### config.mk
export PLATFORM = sky130hd
export DESIGN_NAME = pnr_window_classifier
export DESIGN_NICKNAME = d
export VERILOG_FILES = /design/src/rtl/pnr_window_classifier.sv
export SDC_FILE = /design/constraint.sdc
export NUM_CORES = 1
export LEC_CHECK = 0
export BUFFER_PORTS_ARGS = -buffer_cell sky130_fd_sc_hd__buf_2
export CORE_ASPECT_RATIO = 1.4
export CORE_UTILIZATION = 50
export DETAILED_ROUTE_END_ITERATION = 6
export PLACE_DENSITY = 0.69
export SYNTH_ARGS = -nofsm -noshare
export SYNTH_HDL_FRONTEND = slang
export SYNTH_SLANG_ARGS = --single-unit
### constraint.sdc
create_clock -name ADC_CLK -period 8 [get_ports ADC_CLK]
set_input_delay 0.4 -clock ADC_CLK [delete_from_list [all_inputs] [get_ports ADC_CLK]]
set_output_delay 0.4 -clock ADC_CLK [all_outputs]
set_load 0.02 [all_outputs]
### src/rtl/pnr_window_classifier.sv
// Photon-number classifier: windowed peak tracking, N_THR-threshold popcount, saturating histogram.
// Optional feature: define BASELINE_SUB_EN to subtract the trigger-cycle sample from every metric.
module pnr_window_classifier #(
    parameter int ADC_W   = 14,
    parameter int N_THR   = 8,
    parameter int NUM_W   = $clog2(N_THR + 1),
    parameter int CNT_W   = 32,
    parameter int MAX_WIN = 256
) (
    input  logic                   ADC_CLK,
    input  logic                   rst_i,
    input  logic                   trigger,
    input  logic                   delayed_trigger,
    input  logic [ADC_W-1:0]       pnr_source_sig,
    input  logic [N_THR*ADC_W-1:0] thresholds_i,
    output logic [NUM_W-1:0]       photon_num,
    output logic                   photon_valid,
    output logic [ADC_W-1:0]       peak_value,
    output logic                   busy,
    output logic                   timeout,
    input  logic                   hist_clear,
    input  logic [NUM_W-1:0]       hist_rd_addr,
    output logic [CNT_W-1:0]       hist_rd_data
);

    localparam int WC_W = $clog2(MAX_WIN + 1);

    typedef enum logic [1:0] {IDLE, WINDOW, CLASSIFY, REPORT} state_t;

    state_t            state_q;
    logic [ADC_W-1:0]  peak_q;
    logic [WC_W-1:0]   win_cnt_q;
    logic [NUM_W-1:0]  photon_num_q;
    logic              photon_valid_q;
    logic [ADC_W-1:0]  peak_value_q;
    logic              timeout_q;
    logic [CNT_W-1:0]  hist_q [N_THR+1];
    logic [CNT_W-1:0]  hist_rd_data_q;

    logic [ADC_W-1:0]  metric;
    logic [ADC_W-1:0]  peak_init;
    logic [NUM_W-1:0]  cls_num_d;

`ifdef BASELINE_SUB_EN
    logic [ADC_W-1:0]  base_q;
    logic [ADC_W:0]    diff;

    // Borrow bit set means the sample is below baseline: clamp to zero.
    assign diff      = {1'b0, pnr_source_sig} - {1'b0, base_q};
    assign metric    = diff[ADC_W] ? '0 : diff[ADC_W-1:0];
    assign peak_init = '0;

    always_ff @(posedge ADC_CLK) begin
        if (rst_i)
            base_q <= '0;
        else if (state_q == IDLE && trigger)
            base_q <= pnr_source_sig;
    end
`else
    assign metric    = pnr_source_sig;
    assign peak_init = pnr_source_sig;
`endif

    always_comb begin
        cls_num_d = '0;
        for (int k = 0; k < N_THR; k++)
            if (peak_q >= thresholds_i[k*ADC_W +: ADC_W])
                cls_num_d = cls_num_d + NUM_W'(1);
    end

    always_ff @(posedge ADC_CLK) begin
        if (rst_i) begin
            state_q        <= IDLE;
            peak_q         <= '0;
            win_cnt_q      <= '0;
            photon_num_q   <= '0;
            photon_valid_q <= 1'b0;
            peak_value_q   <= '0;
            timeout_q      <= 1'b0;
        end else begin
            photon_valid_q <= 1'b0;
            timeout_q      <= 1'b0;
            case (state_q)
                IDLE: begin
                    if (trigger) begin
                        peak_q    <= peak_init;
                        win_cnt_q <= WC_W'(1);
                        state_q   <= delayed_trigger ? CLASSIFY : WINDOW;
                    end
                end
                WINDOW: begin
                    if (metric > peak_q)
                        peak_q <= metric;
                    win_cnt_q <= win_cnt_q + WC_W'(1);
                    if (delayed_trigger) begin
                        state_q <= CLASSIFY;
                    end else if (win_cnt_q == WC_W'(MAX_WIN - 1)) begin
                        timeout_q <= 1'b1;
                        state_q   <= IDLE;
                    end
                end
                // Result is registered here so photon_valid is visible during REPORT.
                CLASSIFY: begin
                    photon_num_q   <= cls_num_d;
                    peak_value_q   <= peak_q;
                    photon_valid_q <= 1'b1;
                    state_q        <= REPORT;
                end
                REPORT: begin
                    state_q <= IDLE;
                end
                default: state_q <= IDLE;
            endcase
        end
    end

    always_ff @(posedge ADC_CLK) begin
        if (rst_i || hist_clear) begin
            for (int k = 0; k <= N_THR; k++)
                hist_q[k] <= '0;
        end else if (state_q == REPORT) begin
            for (int k = 0; k <= N_THR; k++)
                if (NUM_W'(k) == photon_num_q && hist_q[k] != '1)
                    hist_q[k] <= hist_q[k] + CNT_W'(1);
        end
    end

    // Addresses above N_THR match no bin and read back as zero.
    always_ff @(posedge ADC_CLK) begin
        if (rst_i) begin
            hist_rd_data_q <= '0;
        end else begin
            hist_rd_data_q <= '0;
            for (int k = 0; k <= N_THR; k++)
                if (NUM_W'(k) == hist_rd_addr)
                    hist_rd_data_q <= hist_q[k];
        end
    end

    assign photon_num   = photon_num_q;
    assign photon_valid = photon_valid_q;
    assign peak_value   = peak_value_q;
    assign timeout      = timeout_q;
    assign busy         = (state_q != IDLE);
    assign hist_rd_data = hist_rd_data_q;

endmodule

==> flow_metrics.tcl <==
set metrics [dict create \
    cpMostUsedCell "ha_1" \
    overflow 0 \
    root_buffer "clkbuf_16" \
    power.internal_uw 3437 \
    cp-startpoint "peak_q[11]$_SDFFE_PP0P_" \
    crit_cells 21 \
    dieArea_mm2 0.04620 \
    required_ns 8.44 \
    start_kind "flop" \
    drive_gt1_frac 0.1189 \
    leakagePower_uw 0.01013 \
    layout_min_cycle_time_ns 6.086 \
    core-area_mm2 0.04441 \
    vias 18330 \
    crit_chain "ha_1, a211oi_1, nor2_1, or3_1, a211oi_1, ha_1, nor4_1, a21boi_0, nor3_2, nor2_2, inv_1, ha_1, nand2_1, nand2_1, xnor2_1, mux2_2, ha_1, a22o_1, nor4b_1, or3_1, a311oi_2" \
    fin_crit_sh 0.7608 \
    die-width_um 182.0 \
    avgSynthCellArea_um2 9.441 \
    io_pins 188 \
    multi_input_area_mm2 0.01156 \
    nets 2856 \
    grt_max_degree 169 \
    ir_worst_vdd_mv 0.1524 \
    vias_per_cell 5.792 \
    slew_headroom 0.3150 \
    synth-warning-count 0 \
    firstDrtPassIters 7 \
    yosysTopAreaCellShare 0.3815 \
    synth_common_cells "nor2_1, edfxtp_1, nand2_1" \
    drtAntennaViolNets 0 \
    netlist_area_mm2 0.02267 \
    die_h_um 253.9 \
    gp_congestion 0.9560 \
    r2r_end "photon_num[3]$_SDFFE_PP0P_" \
    hold_class "in -> reg" \
    cts_tree "done" \
    drtIter0Drc 1358 \
    grt_pass1_wl_um 99370 \
    synth_most_common_cell "nor2_1" \
    setup_viol 0 \
    reg2reg_slack_ns 1.91 \
    p_sw_frac 0.2662 \
    synth_top_cell_by_area "edfxtp_1" \
    yosys_most_used_dff "edfxtp_1" \
    area_growth_pct 12.49 \
    p_sw_uw 1247 \
    pwr-share-comb 0.126 \
    syn_nets 2680 \
    worst_pin_slew_ns 1.015 \
    path_clk_slew_ns 0.06 \
    port_buffers 187 \
    place_area_mm2 0.02420 \
    start_util 0.5105 \
    tns_ns 0 \
    cts_resized 0 \
    wl_per_cell_um 19.98 \
    cts_buffer_depth 3 \
    finalHoldViolCount 0 \
    power_density_mw_per_mm2 183.7 \
    regArea_mm2 0.01019 \
    critPathArrivalTime_ns 6.53 \
    cts_setup_buffers 0 \
    drt_wl_total_um 63230 \
    cts.htree.levels 2 \
    crit_fanout 11 \
    cts_sinks 365 \
    slowest_delay_ns 0.67 \
    yosysUniqueCellTypes 73 \
    finClkSkew_ns 0.02588 \
    n_antenna_cell 0 \
    crit_path_end "photon_num[3]$_SDFFE_PP0P_" \
    worstSetupEndpointType "flop" \
    grt_pass1_vias 18510 \
    hold_slack_ns 0.07215 \
    seq_power_share 0.479 \
    ys_top_cells_by_area "edfxtp_1, ha_1, xor2_1" \
    cts_buffers 40 \
    r2r_start "peak_q[11]$_SDFFE_PP0P_" \
    ctsHoldBuffers 0 \
    path_class "reg -> reg" \
    fin_area_mm2 0.02550 \
    cp_top_family "simple AND/OR/NAND/NOR gates" \
    n_fill_cell 3887 \
    p_clk_frac 0.396 \
    max_freq_ghz 0.1643 \
    cpMaxStageDelayCell "dfxtp_1" \
    reg2reg_depth 21 \
    hpwl_um 47110 \
    synth-edff-count 288 \
    drc 0 \
    final_core_util 0.5742 \
    maxCapViolCount 0 \
    ys_seq_elements 365 \
    slew_viol_final 0 \
    synth_async_sr_flop_share 0 \
    track_usage 0.2747 \
    syn_inst 2401 \
    rsz0062_at_grt "no" \
    outcome "complete, no violations" \
    insertion_delay_ns 0.55 \
    ys_seq_area_frac 0.4495 \
    rows 91 \
    critical_path_buf_inv_count 1 \
    antenna_found_initial 2 \
]
kinds of logic after synthesis:
family | count (synthesis) | share of synthesized area
flip-flops | 365 | 0.4495
adder cells (fa/ha/maj) | 144 | 0.07948
XOR/XNOR | 281 | 0.1099
buffers and inverters | 233 | 0.04261
AO/OA/AOI/OAI | 337 | 0.1024
AND/OR/NAND/NOR | 1023 | 0.2080
multiplexers | 18 | 0.008114
flip-flops by register name (all words and copies together) (netlist names):
signal,cells
state_q,2
win_cnt_q,9
peak_q,14
peak_value,14
hist_q,288
timeout,1
photon_num,4
hist_rd_data,32
photon_valid,1
per-layer routing:
metal | track usage | routed length, um
met1 | 0.3322 | 25570
met2 | 0.4996 | 32050
met3 | 0.03597 | 3631
met4 | 0.09580 | 1961
met5 | 0 | 11
power by group through the flow:
stage,clock (uW),combinational [uW],sequential (uW)
6_report,1850,588,2240
2_1_floorplan,0,375,2260
4_1_cts,1880,587,2240
3_5_place_dp,0,581,2280
3_3_place_gp,0,571,2270
5_1_grt,1950,653,2250
area by class of cell:
class | count | area share
clock buffers | 56 | 0.04490
clock inverters | 16 | 0.006035
inverters | 146 | 0.02149
multi-input cells | 1803 | 0.4534
flip-flops and latches | 365 | 0.3996
well taps | 558 | 0.02738
repair buffers | 221 | 0.04720
how the worst min path moves through the flow:
stage                                            from  depth (start not counted)                           to  slack (ns)
after global placement     peak_value[9]$_SDFFE_PP0P_                          2   peak_value[9]$_SDFFE_PP0P_        0.44
final                                 delayed_trigger                          2           timeout$_SDFF_PP0_        0.07
after floorplan             win_cnt_q[3]$_SDFFE_PP0P_                          1    win_cnt_q[3]$_SDFFE_PP0P_        0.45
after global routing                  delayed_trigger                          2           timeout$_SDFF_PP0_        0.06
after CTS                             delayed_trigger                          2           timeout$_SDFF_PP0_        0.05
after detailed placement  peak_value[12]$_SDFFE_PP0P_                          2  peak_value[12]$_SDFFE_PP0P_        0.45
cells in the final DEF (no fill, tap or decap), types with 4 or more instances in the layout:
cell type,count
nand2b_1,16
nor2b_1,21
nand3_1,110
and4_1,17
nor3_1,19
mux2i_1,15
o21ai_0,56
a31oi_1,30
a211oi_1,11
o2111ai_1,4
and2_1,16
nand2_1,237
a21boi_0,4
clkbuf_1,11
dfxtp_1,77
edfxtp_1,288
and3_1,82
nor2_1,399
o211ai_1,7
buf_2,187
clkinv_4,4
xor2_1,181
nand4_1,81
a222oi_1,13
buf_4,33
a21oi_1,62
o21a_1,6
clkbuf_16,43
a21o_1,13
ha_1,144
a22oi_1,90
inv_1,146
or2_2,5
a211o_1,5
xnor2_1,97
clkinv_2,7
per-stage QoR:
stage,instances,setup slack (ns),power (uW)
after global routing,3165,1.452,4859
after floorplan,2401,2.817,2637
after global placement,3093,2.150,2844
final,3165,1.914,4683
after detailed placement,3093,2.003,2860
after CTS,3165,1.929,4712
Note: power is estimated with default switching activity, not from simulation.
